--- src/rtl/kc705_status_pkg.sv ---
// Purpose: shared types/constants for the KC705 board-status monitor.
// Latency: n/a (package only).
// Backpressure: n/a.
// Contents: FSM state encoding, LED display-mode codes, qualify-counter width helper.
package kc705_status_pkg;

  typedef enum logic [1:0] {
    ST_WAIT    = 2'd0,
    ST_QUALIFY = 2'd1,
    ST_READY   = 2'd2,
    ST_FAULT   = 2'd3
  } mon_state_e;

  localparam logic [1:0] LED_MODE_READY  = 2'd0;
  localparam logic [1:0] LED_MODE_STICKY = 2'd1;
  localparam logic [1:0] LED_MODE_CNT0   = 2'd2;
  localparam logic [1:0] LED_MODE_LAMP   = 2'd3;

  // Qualify counter only has to reach stable_cyc-1, so clog2(stable_cyc) bits suffice.
  function automatic int qual_cnt_w(input int stable_cyc);
    return (stable_cyc < 2) ? 1 : $clog2(stable_cyc);
  endfunction

endpackage

--- src/rtl/kc705_status_chan.sv ---
// Purpose: one monitored channel - 2-flop synchroniser, fall detect, sticky loss flag, loss counter.
// Latency: status_i -> ready_o 2 cycles; ready_o fall -> sticky_o/cnt_o +1 cycle.
// Backpressure: none; every fall is recorded.
// Ports: clk, rst_n (async active-low), status_i (async raw bit), clear_i (sticky/count clear pulse),
//        ready_o (synchronised bit), sticky_o (fell since last clear), cnt_o (saturating fall count).
// Config: KC705_STATUS_MON_LOSS_CNT_EN builds the counter; otherwise cnt_o is tied to zero.
module kc705_status_chan
  import kc705_status_pkg::*;
#(
  parameter int CNT_W = 8
) (
  input  logic             clk,
  input  logic             rst_n,
  input  logic             status_i,
  input  logic             clear_i,
  output logic             ready_o,
  output logic             sticky_o,
  output logic [CNT_W-1:0] cnt_o
);

  logic sync1_q, sync2_q, prev_q, sticky_q;
  logic fall;

  always_ff @(posedge clk or negedge rst_n) begin
    if (!rst_n) begin
      sync1_q <= 1'b0;
      sync2_q <= 1'b0;
      prev_q  <= 1'b0;
    end else begin
      sync1_q <= status_i;
      sync2_q <= sync1_q;
      prev_q  <= sync2_q;
    end
  end

  // prev_q resets low, so channels already high at reset release never log a loss.
  assign fall = prev_q & ~sync2_q;

  // A fall in the same cycle as a clear wins: the event must not be lost.
  always_ff @(posedge clk or negedge rst_n) begin
    if (!rst_n) begin
      sticky_q <= 1'b0;
    end else if (fall) begin
      sticky_q <= 1'b1;
    end else if (clear_i) begin
      sticky_q <= 1'b0;
    end
  end

`ifdef KC705_STATUS_MON_LOSS_CNT_EN
  logic [CNT_W-1:0] cnt_q, cnt_d;

  always_comb begin
    cnt_d = cnt_q;
    if (fall) begin
      if (clear_i) begin
        cnt_d = CNT_W'(1);
      end else if (cnt_q != {CNT_W{1'b1}}) begin
        cnt_d = cnt_q + 1'b1;
      end
    end else if (clear_i) begin
      cnt_d = '0;
    end
  end

  always_ff @(posedge clk or negedge rst_n) begin
    if (!rst_n) begin
      cnt_q <= '0;
    end else begin
      cnt_q <= cnt_d;
    end
  end

  assign cnt_o = cnt_q;
`else
  assign cnt_o = '0;
`endif

  assign ready_o  = sync2_q;
  assign sticky_o = sticky_q;

endmodule

--- src/rtl/kc705_status_monitor.sv ---
// Purpose: KC705 board-status monitor - qualified all_ready, per-channel loss tracking, LED bank.
// Latency: status_in -> ready_vec 2; all high -> all_ready STABLE_CYC+1; leds/fault/heartbeat 1 after source.
// Backpressure: none; purely observational block.
// Ports: clk, rst_n (async active-low), status_in (raw async bits), clear_sticky (pulse),
//        led_mode (display select), ready_vec, all_ready, loss_sticky, loss_cnt, fault, heartbeat, leds.
// Config: define KC705_STATUS_MON_LOSS_CNT_EN to build per-channel loss counters (else loss_cnt = 0).
module kc705_status_monitor
  import kc705_status_pkg::*;
#(
  parameter int NUM_CH     = 4,
  parameter int LED_W      = 8,
  parameter int HB_W       = 28,
  parameter int HB_BIT     = 26,
  parameter int STABLE_CYC = 1024,
  parameter int CNT_W      = 8
) (
  input  logic                    clk,
  input  logic                    rst_n,
  input  logic [NUM_CH-1:0]       status_in,
  input  logic                    clear_sticky,
  input  logic [1:0]              led_mode,
  output logic [NUM_CH-1:0]       ready_vec,
  output logic                    all_ready,
  output logic [NUM_CH-1:0]       loss_sticky,
  output logic [NUM_CH*CNT_W-1:0] loss_cnt,
  output logic                    fault,
  output logic                    heartbeat,
  output logic [LED_W-1:0]        leds
);

  localparam int QW    = qual_cnt_w(STABLE_CYC);
  localparam int LOW_W = LED_W - 1;
  localparam int C0_W  = (CNT_W < LOW_W) ? CNT_W : LOW_W;

  for (genvar g = 0; g < NUM_CH; g++) begin : g_chan
    kc705_status_chan #(
      .CNT_W (CNT_W)
    ) u_chan (
      .clk      (clk),
      .rst_n    (rst_n),
      .status_i (status_in[g]),
      .clear_i  (clear_sticky),
      .ready_o  (ready_vec[g]),
      .sticky_o (loss_sticky[g]),
      .cnt_o    (loss_cnt[g*CNT_W +: CNT_W])
    );
  end

  logic all_high;
  assign all_high = &ready_vec;

  // ---------------- qualification FSM ----------------
  mon_state_e    state_q;
  logic [QW-1:0] qcnt_q;
  logic          fault_q;

  always_ff @(posedge clk or negedge rst_n) begin
    if (!rst_n) begin
      state_q <= ST_WAIT;
      qcnt_q  <= '0;
      fault_q <= 1'b0;
    end else begin
      fault_q <= (state_q == ST_FAULT);
      case (state_q)
        ST_WAIT: begin
          if (all_high) begin
            state_q <= ST_QUALIFY;
            qcnt_q  <= '0;
          end
        end
        ST_QUALIFY: begin
          if (!all_high) begin
            state_q <= ST_WAIT;
          end else if (qcnt_q == QW'(STABLE_CYC - 1)) begin
            state_q <= ST_READY;
          end else begin
            qcnt_q <= qcnt_q + 1'b1;
          end
        end
        ST_READY: begin
          if (!all_high) begin
            state_q <= ST_FAULT;
          end
        end
        ST_FAULT: begin
          // Leaving FAULT needs an operator acknowledge; a still-low channel goes back to WAIT.
          if (clear_sticky) begin
            if (all_high) begin
              state_q <= ST_QUALIFY;
              qcnt_q  <= '0;
            end else begin
              state_q <= ST_WAIT;
            end
          end
        end
        default: state_q <= ST_WAIT;
      endcase
    end
  end

  assign all_ready = (state_q == ST_READY);
  assign fault     = fault_q;

  // ---------------- heartbeat and LEDs ----------------
  logic [HB_W-1:0] hb_q;
  logic            heartbeat_q;
  logic            blink;
  logic [LED_W-1:0] leds_q;
  logic [LOW_W-1:0] led_low_d;
  logic            hb_unused;

  assign blink     = hb_q[HB_BIT-2];
  assign hb_unused = ^hb_q;

  always_comb begin
    led_low_d = '0;
    case (led_mode)
      LED_MODE_READY: begin
        for (int i = 0; i < NUM_CH; i++) led_low_d[i] = ready_vec[i];
      end
      LED_MODE_STICKY: begin
        for (int i = 0; i < NUM_CH; i++) led_low_d[i] = loss_sticky[i];
      end
      LED_MODE_CNT0: begin
        for (int i = 0; i < C0_W; i++) led_low_d[i] = loss_cnt[i];
      end
      default: led_low_d = {LOW_W{blink}};
    endcase
  end

  always_ff @(posedge clk or negedge rst_n) begin
    if (!rst_n) begin
      hb_q        <= '0;
      heartbeat_q <= 1'b0;
      leds_q      <= '0;
    end else begin
      hb_q        <= hb_q + 1'b1;
      heartbeat_q <= hb_q[HB_BIT];
      leds_q      <= {((state_q == ST_FAULT) ? blink : hb_q[HB_BIT]), led_low_d};
    end
  end

  assign heartbeat = heartbeat_q;
  assign leds      = leds_q;

endmodule

--- config.mk ---
export PLATFORM = sky130hd
export DESIGN_NAME = kc705_status_monitor
export DESIGN_NICKNAME = d
export VERILOG_FILES = /design/src/rtl/kc705_status_pkg.sv /design/src/rtl/kc705_status_chan.sv /design/src/rtl/kc705_status_monitor.sv
export SDC_FILE = /design/constraint.sdc
export NUM_CORES = 1
export LEC_CHECK = 0
export BUFFER_PORTS_ARGS = -buffer_cell sky130_fd_sc_hd__clkbuf_2
export CORE_MARGIN = 1.5
export CORE_UTILIZATION = 45
export CTS_BUF_LIST = sky130_fd_sc_hd__clkbuf_4 sky130_fd_sc_hd__clkbuf_8
export DETAILED_ROUTE_END_ITERATION = 8
export PLACE_DENSITY = 0.66
export SLEW_MARGIN = 20
export SYNTH_ARGS = -nofsm -noshare
export SYNTH_HDL_FRONTEND = slang
export SYNTH_SLANG_ARGS = --single-unit
--- constraint.sdc ---
create_clock -name clk -period 3.5 [get_ports clk]
set_input_delay 0.7 -clock clk [delete_from_list [all_inputs] [get_ports clk]]
set_output_delay 0.7 -clock clk [all_outputs]
set_load 0.05 [all_outputs]
## Word level (Yosys, flattened, before mapping)

Index checks and enable logic that the tools add are counted.

- Memory bits (read-only): 0
- Logic and storage cells: 75
- Input port bits: 9
- Latch bits: 0
- Output and inout bits: 51
- Bits in registers: 66
- Memories kept: 0
- RAM bits: 0

- Equality and inequality tests: 12
- Muxes and demuxes: 20
- Multipliers: 0
- Divide/modulo/power cells: 0
- Shifts and indexed selects: 0
- Reduce and logical (&&, ||, !) cells: 11
- Bitwise gates (word level): 8
- Order comparisons: 0
- $add $sub $neg: 2

Operators with widths:

| operator | count |
|---|---|
| 10-bit 2-to-1 mux | 4 |
| 10-bit case mux with 3 select lines | 1 |
| 28-bit by 1-bit adder with 28-bit output, second input constant | 1 |
| 4-bit case mux with 3 select lines | 1 |
| 4-bit AND reduction | 3 |
| 10-bit by 1-bit adder with 10-bit output, second input constant | 1 |
| 10-bit equality test, second input constant | 1 |
| 2-bit 2-to-1 mux | 5 |
| 2-bit inequality test, second input constant | 5 |
| 2-bit case mux with 4 select lines | 1 |
| 2-bit nonzero test | 4 |
| 1-bit 2-to-1 mux | 7 |
| 2-bit equality test, second input constant | 3 |
| 1-bit AND | 4 |
| 2-bit by 1-bit equality test with 1-bit output, second input constant | 2 |
| 2-bit logical NOT | 2 |
| 1-bit NOT | 4 |
| 3-bit 2-to-1 mux | 1 |
| 3-bit inequality test, second input constant | 1 |
| 3-bit nonzero test | 1 |
| 3-bit OR reduction | 1 |

## Logic depth before layout (Yosys ltp)

Gate-level depths: netlist of the first run.

- Depth after elaboration: 4
- Gate-level depth with buffers: 5
- Gate-level depth less buffers: 5

## Modules after synthesis

A second synthesis of the first run with hierarchy kept.

- Cells, all modules: 264
- Area, all modules: 3014.1 µm²

Modules (own cells, without submodules):

| module | area each (µm²) | sequential area each (µm²) | instances | cells each |
|---|---|---|---|---|
| kc705_status_monitor | 2278.4 | 1226.2 | 1 | 200 |
| kc705_status_chan | 183.9 | 100.1 | 4 | 16 |

## Worst setup path before layout of the first run

No wires, ideal clock.

- Path type: reg2out
- Start point: reg state_q[0]
- End point: out all_ready
- Arrival: 1.132 ns
- Data required time: 2.800 ns
- Buffers on the path: 0
- Stages on the path, launching flop included: 2
- Path slack: 1.668 ns
- Path through: dfrtp_1 > nor2b_1

- Longest elaborated chain between the ends: 1

RTL lines:

| element | line | RTL |
|---|---|---|
| from (decl) | kc705_status_monitor.sv:53 | `mon_state_e state_q;` |
| from (signal assigned) | kc705_status_monitor.sv:59 | `state_q <= ST_WAIT;` |
| from (signal assigned) | kc705_status_monitor.sv:67 | `state_q <= ST_QUALIFY;` |
| from (signal assigned) | kc705_status_monitor.sv:73 | `state_q <= ST_WAIT;` |
| 2-bit equality test | kc705_status_monitor.sv:101 | `assign all_ready = (state_q == ST_READY);` |
| to (decl) | kc705_status_monitor.sv:23 | `output logic all_ready,` |

Every way passes these cells.

==> results.cfg, run 1 <==
[cts]
numCtsBuffers = 9
clk_pin_slew_ns = 0.07
post-cts-setup-buffers = 0
cts_sinks = 63
clockBufferDepth = 2
cts_resized = 0
clock-root-buffer = clkbuf_8
clock_latency_ns = 0.34
cts_tree = yes
cts_max_level = 3
cts_hold_buffers = 0

[sta]
fin_crit_sh_pct = 56.4
worst_pin_slew_ns = 0.747
setup_viol = 0
finClkSkew_ns = 0.00707
rsz0062_at_grt = no
slew_violations = 0
period_needed_ns = 1.97
hold_viol_final = 0
slew_headroom_pct = 49.8
tns_ns = 0
fmax_ghz = 0.507

[floorplan]
floorplan.initialDensity_pct = 46.4
die_x_um = 83.9
num_rows = 29
core_um2 = 6350
dieArea_um2 = 7040
fp.dieH_um = 83.9
ios = 60

[logic_synthesis]
synthTopCellsByCount = 63 x dfrtp_1, 42 x buf_4, 16 x xnor2_1
synth_edf_count = 0
synthTopCellsByArea = dfrtp_1 54%, buf_4 11%, xnor2_1 4.8%
syn_inst = 266
syn_area_um2 = 2950
synth_top_area_share_pct = 53.5
ys_ff_latch = 63
synth_top_area_cell = dfrtp_1
ys_seq_area_share_pct = 53.5
ys_types = 47
post_synth.cell_area_avg_um2 = 11.1
synthArstFlopShare_pct = 100
synth.most_common_cell = dfrtp_1
synth-warning-count = 0
ys.flop_type = dfrtp_1

[final_layout]
area_growth_syn_to_layout_pct = 8.92
drive_gt1_share_pct = 18.6
fill_cells = 566
nNetsFinal = 301
fin_cells = 372
antennaDiodeCount = 0

[run_status]
status = complete, no violations

[pwr]
power.switching_uw = 471
seq_power_share_pct = 45.6
power_leakage_uw = 0.00155
cell_internal_pwr_uw = 1300
p_clk_share_pct = 43.1
powerDensity_nw_per_um2 = 551
comb_power_share_pct = 11.4
swShare_pct = 26.7
ir_worst_vdd_uv = 317

[setup_path]
crit_type = register to primary output
crit-reg2reg-capture = hb_q[26]
arrival_ns = 1.27
crit_family = flip-flops
r2r_setup_slack_ns = 1.66
cp_max_fo = 6
endpoint_kind = primary output
path_buf_inv = 1
r2r_start = hb_q[0]
crit_end = all_ready
slowest_delay_ns = 0.39
required_ns = 2.80
startpoint_type = register
crit_chain = nor2b_1 > clkbuf_2
crit_cells = 2
critical_path.slowest_cell = dfrtp_1
worst-r2r-cell-count = 5

[hold_path]
min_path_type = primary input to async pin

[route]
drt-total-wl_um = 4570
firstDrtPassIters = 4
wl_per_cell_um = 12.3
num_vias = 1803
drtIter0Drc = 109
ant_nets = 0
post-route-drc-count = 0
drt-vias-per-instance = 4.85

[global_routing]
grt_pass1_vias = 1770
overflow = 0
antenna_found_initial = 0
grt_pass1_wl_um = 8050
grt_use_total_pct = 14.8
grt_max_degree = 50

[place]
io_buffers = 27
gp_congestion = 0.808
hpwl_um = 3220
dp_cells = 356

[job]
drv_cap = 0
per-stage QoR:
| step | cell area [µm²] | util (%) | hold slack (ns) | power (µW) | setup slack, ns |
|---|---|---|---|---|---|
| 3_3_place_gp | 2960 | 46.7 | 0.334 | 1020 | 1.66 |
| 2_1_floorplan | 3060 | - | 0.331 | 1010 | 1.67 |
| 3_5_place_dp | 2960 | 46.7 | 0.337 | 1020 | 1.61 |
| 5_1_grt | 3210 | 50.5 | 0.287 | 1840 | 1.39 |
| 4_1_cts | 3210 | 50.5 | 0.265 | 1790 | 1.49 |
| 6_report | 3210 | 50.5 | 0.259 | 1770 | 1.53 |
state kept, by name (all words and copies together) (netlist names), named ones only:
name,flops
hb_q,27
g_chan.u_chan.sticky_o,4
heartbeat,1
g_chan.u_chan.ready_o,4
g_chan.u_chan.sync1_q,4
state_q,1
fault,1
leds,6
qcnt_q,10
g_chan.u_chan.prev_q,4
final cells by class:
| type | instances | area (µm²) | area share, % |
|---|---|---|---|
| multi-input combinational | 175 | 1100 | 34.3 |
| clock inverter | 6 | 108 | 3.35 |
| clock buffer | 10 | 138 | 4.29 |
| inverter | 13 | 48.8 | 1.52 |
| timing repair buffer | 28 | 143 | 4.44 |
| tap | 77 | 96.3 | 3.00 |
| sequential | 63 | 1580 | 49.1 |
cells by family (layout without fill, tap and decap cells):
logic type                 after synthesis  in the layout  synth area share (%)
muxes                                    5              5                  1.74
buffers and inverters                   59             57                  13.1
xor gates and xnor gates                25             25                  7.43
DFF                                     63             63                  53.5
AOI/OAI and AO/OA                       35             35                  8.36
and+or+nand+nor                         76             76                  14.9
adders and majority gates                2              2                 0.849
other                                    1             32                 0.127
metal layers:
| metal | GRT usage (%) | up-vias | routed length (µm) |
|---|---|---|---|
| met4 | 8.35 | 0 | 98 |
| met5 | 0 | - | 0 |
| met3 | 4.45 | 7 | 239 |
| met1 | 19.7 | 839 | 2290 |
| li1 | - | 898 | - |
| met2 | 21.4 | 59 | 1940 |
worst min path at each step:
stage	slack, ns	endpoint	depth (start not counted)	startpoint
2_1_floorplan	0.33	g_chan[0].u_chan.ready_o	0	g_chan[0].u_chan.sync1_q
3_3_place_gp	0.33	g_chan[0].u_chan.ready_o	0	g_chan[0].u_chan.sync1_q
3_5_place_dp	0.34	g_chan[0].u_chan.ready_o	0	g_chan[0].u_chan.sync1_q
4_1_cts	0.26	hb_q[15]	1	rst_n
5_1_grt	0.29	hb_q[15]	1	rst_n
6_report	0.26	hb_q[15]	1	rst_n
cell usage in the layout, fill, tap and decap left out, types with 2 or more instances in the layout:
master,count
dfrtp_1,63
nor3_1,3
bufinv_16,3
o22ai_1,4
and4_1,3
o31ai_1,2
clkinv_2,2
mux2i_1,4
nand3_1,14
a31oi_1,4
o21bai_1,2
inv_1,13
a32o_1,2
a21oi_1,3
ha_1,2
nor2_1,12
nor2b_1,2
xor2_1,9
clkbuf_2,27
o21ai_0,7
nand4_1,11
a21o_1,2
and3_1,5
clkbuf_8,10
o311ai_0,2
xnor2_1,16
nand2_1,14
conb_1,32
power groups by stage:
stage | Sequential [µW] | Clock, µW | Combinational [µW]
after CTS | 804 | 781 | 203
after global placement | 817 | 0 | 201
after global routing | 812 | 812 | 217
after floorplan | 821 | 0 | 189
after detailed placement | 817 | 0 | 203
final | 805 | 761 | 201
Power figures use the tool's default switching activity.
==> inputs of run 2 (changes only) <==
- PLACE_DENSITY: 0.66 -> 0.69
- clock period: 3.5 -> 1.8 ns (I/O delays scaled with it)
==> results.cfg, run 2 (synthesis results as in run 1) <==
[floorplan]
die_x_um = 83.9
num_rows = 29
floorplan.initialDensity_pct = 46.4
core_um2 = 6350
fp.dieH_um = 83.9
ios = 60
dieArea_um2 = 7040

[final_layout]
antennaDiodeCount = 0
final_cell_mix = 63 x dfrtp_1, 32 x conb_1, 27 x clkbuf_2
nNetsFinal = 306
multi_input_area_um2 = 1100
drive_gt1_share_pct = 19.4
area_growth_syn_to_layout_pct = 10.3
fill_cells = 547
final_common_cell = dfrtp_1
ff_latch_area_um2 = 1580
regMostFlops = hb_q
largest_reg_flops = 27

[cts]
clockBufferDepth = 2
clock-root-buffer = clkbuf_8
cts_tree = yes
numCtsBuffers = 9
clk_pin_slew_ns = 0.07
clock_latency_ns = 0.34
cts_sinks = 63
post-cts-setup-buffers = 0
cts_max_level = 3

[setup_path]
cp_max_fo = 8
path_buf_inv = 0
critical_path.slowest_cell = or4_1
startpoint_type = register
crit_family = simple AND/OR/NAND/NOR gates
arrival_ns = 1.90
endpoint_kind = register
required_ns = 2.03
crit_chain = and4_1 > nand3_1 > or4_1 > and3_1
crit_type = register to register
slowest_delay_ns = 0.50

[route]
wl_per_cell_um = 12.8
ant_nets = 0
drt-total-wl_um = 4800
num_vias = 1828
drt-vias-per-instance = 4.86
post-route-drc-count = 0
drtIter0Drc = 158
firstDrtPassIters = 5

[sta]
tns_ns = 0
finClkSkew_ns = 0.00635
setup_ws_ns = 0.131
hold_viol_final = 0
fin_crit_sh_pct = 92.7
rsz0062_at_grt = no
slew_violations = 0
period_needed_ns = 1.67
setup_viol = 0
fmax_ghz = 0.599

[place]
io_buffers = 27
post-place-ws_ns = 0.159
gp_congestion = 0.753
hpwl_um = 3340

[job]
drv_cap = 0

[pwr]
powerDensity_nw_per_um2 = 1060
ir_worst_vdd_uv = 666
power_uw = 3440
power_leakage_uw = 0.00158

[run_status]
status = complete, no violations

[global_routing]
overflow = 0
grt_use_total_pct = 15.1
antenna_found_initial = 0
grt_pass1_vias = 1728
grt_max_degree = 49
grt_pass1_wl_um = 8260

[hold_path]
min_path_type = primary input to register
## run 2: metrics by stage
step	hold slack [ns]	cell area (µm²)	std cells	util, %
after floorplan	0.0644	3060	297	-
after global placement	0.307	3010	360	47.3
after detailed placement	0.315	3010	360	47.3
after CTS	0.110	3250	376	51.2
after global routing	0.104	3250	376	51.2
final	0.122	3250	376	51.2
## run 2: worst register-to-register path: cells and delay by family, from the launching register on
family,cells,cell delay [ns]
AND/OR/NAND/NOR,4,1.10
flip-flops,1,0.45
## run 2: power breakdown
group	switching, µW	total, µW	internal [µW]
Combinational	322	409	87.5
Sequential	74.4	1560	1490
Clock	521	1460	941
## run 2: cell type report
cell class	count	share of cell area, %
sequential	63	48.5
clock inverter	4	2.93
clock buffer	11	4.27
inverter	13	1.50
tap	77	2.96
multi-input combinational	175	33.8
timing repair buffer	33	6.00
## run 2: worst paths after layout
kind | from | end | slack (ns) | cells after the start
hold / removal | status_in[1] | g_chan[1].u_chan.sync1_q | 0.12 | 1
hold reg to reg | g_chan[2].u_chan.sync1_q | g_chan[2].u_chan.ready_o | 0.36 | 0
min in group asynchronous | rst_n | hb_q[2] | 0.48 | 2
setup / recovery | qcnt_q[3] | qcnt_q[8] | 0.13 | 4
setup reg to reg | qcnt_q[3] | qcnt_q[8] | 0.13 | 4
max in group asynchronous | rst_n | qcnt_q[4] | 0.73 | 3
## run 2: routing by layer
layer | up-vias | GRT usage, % | wire length [µm]
met5 | - | 0 | 0
met4 | 0 | 8.49 | 100
met3 | 7 | 5.04 | 268
met2 | 61 | 20.9 | 2020
met1 | 857 | 20.7 | 2410
li1 | 903 | - | -
## run 2: timing repair
item,in CTS,in global routing
endpoints found under the setup margin,0,2
hold buffers,1,0
endpoints found under the hold margin,15,0
resized for setup,0,1
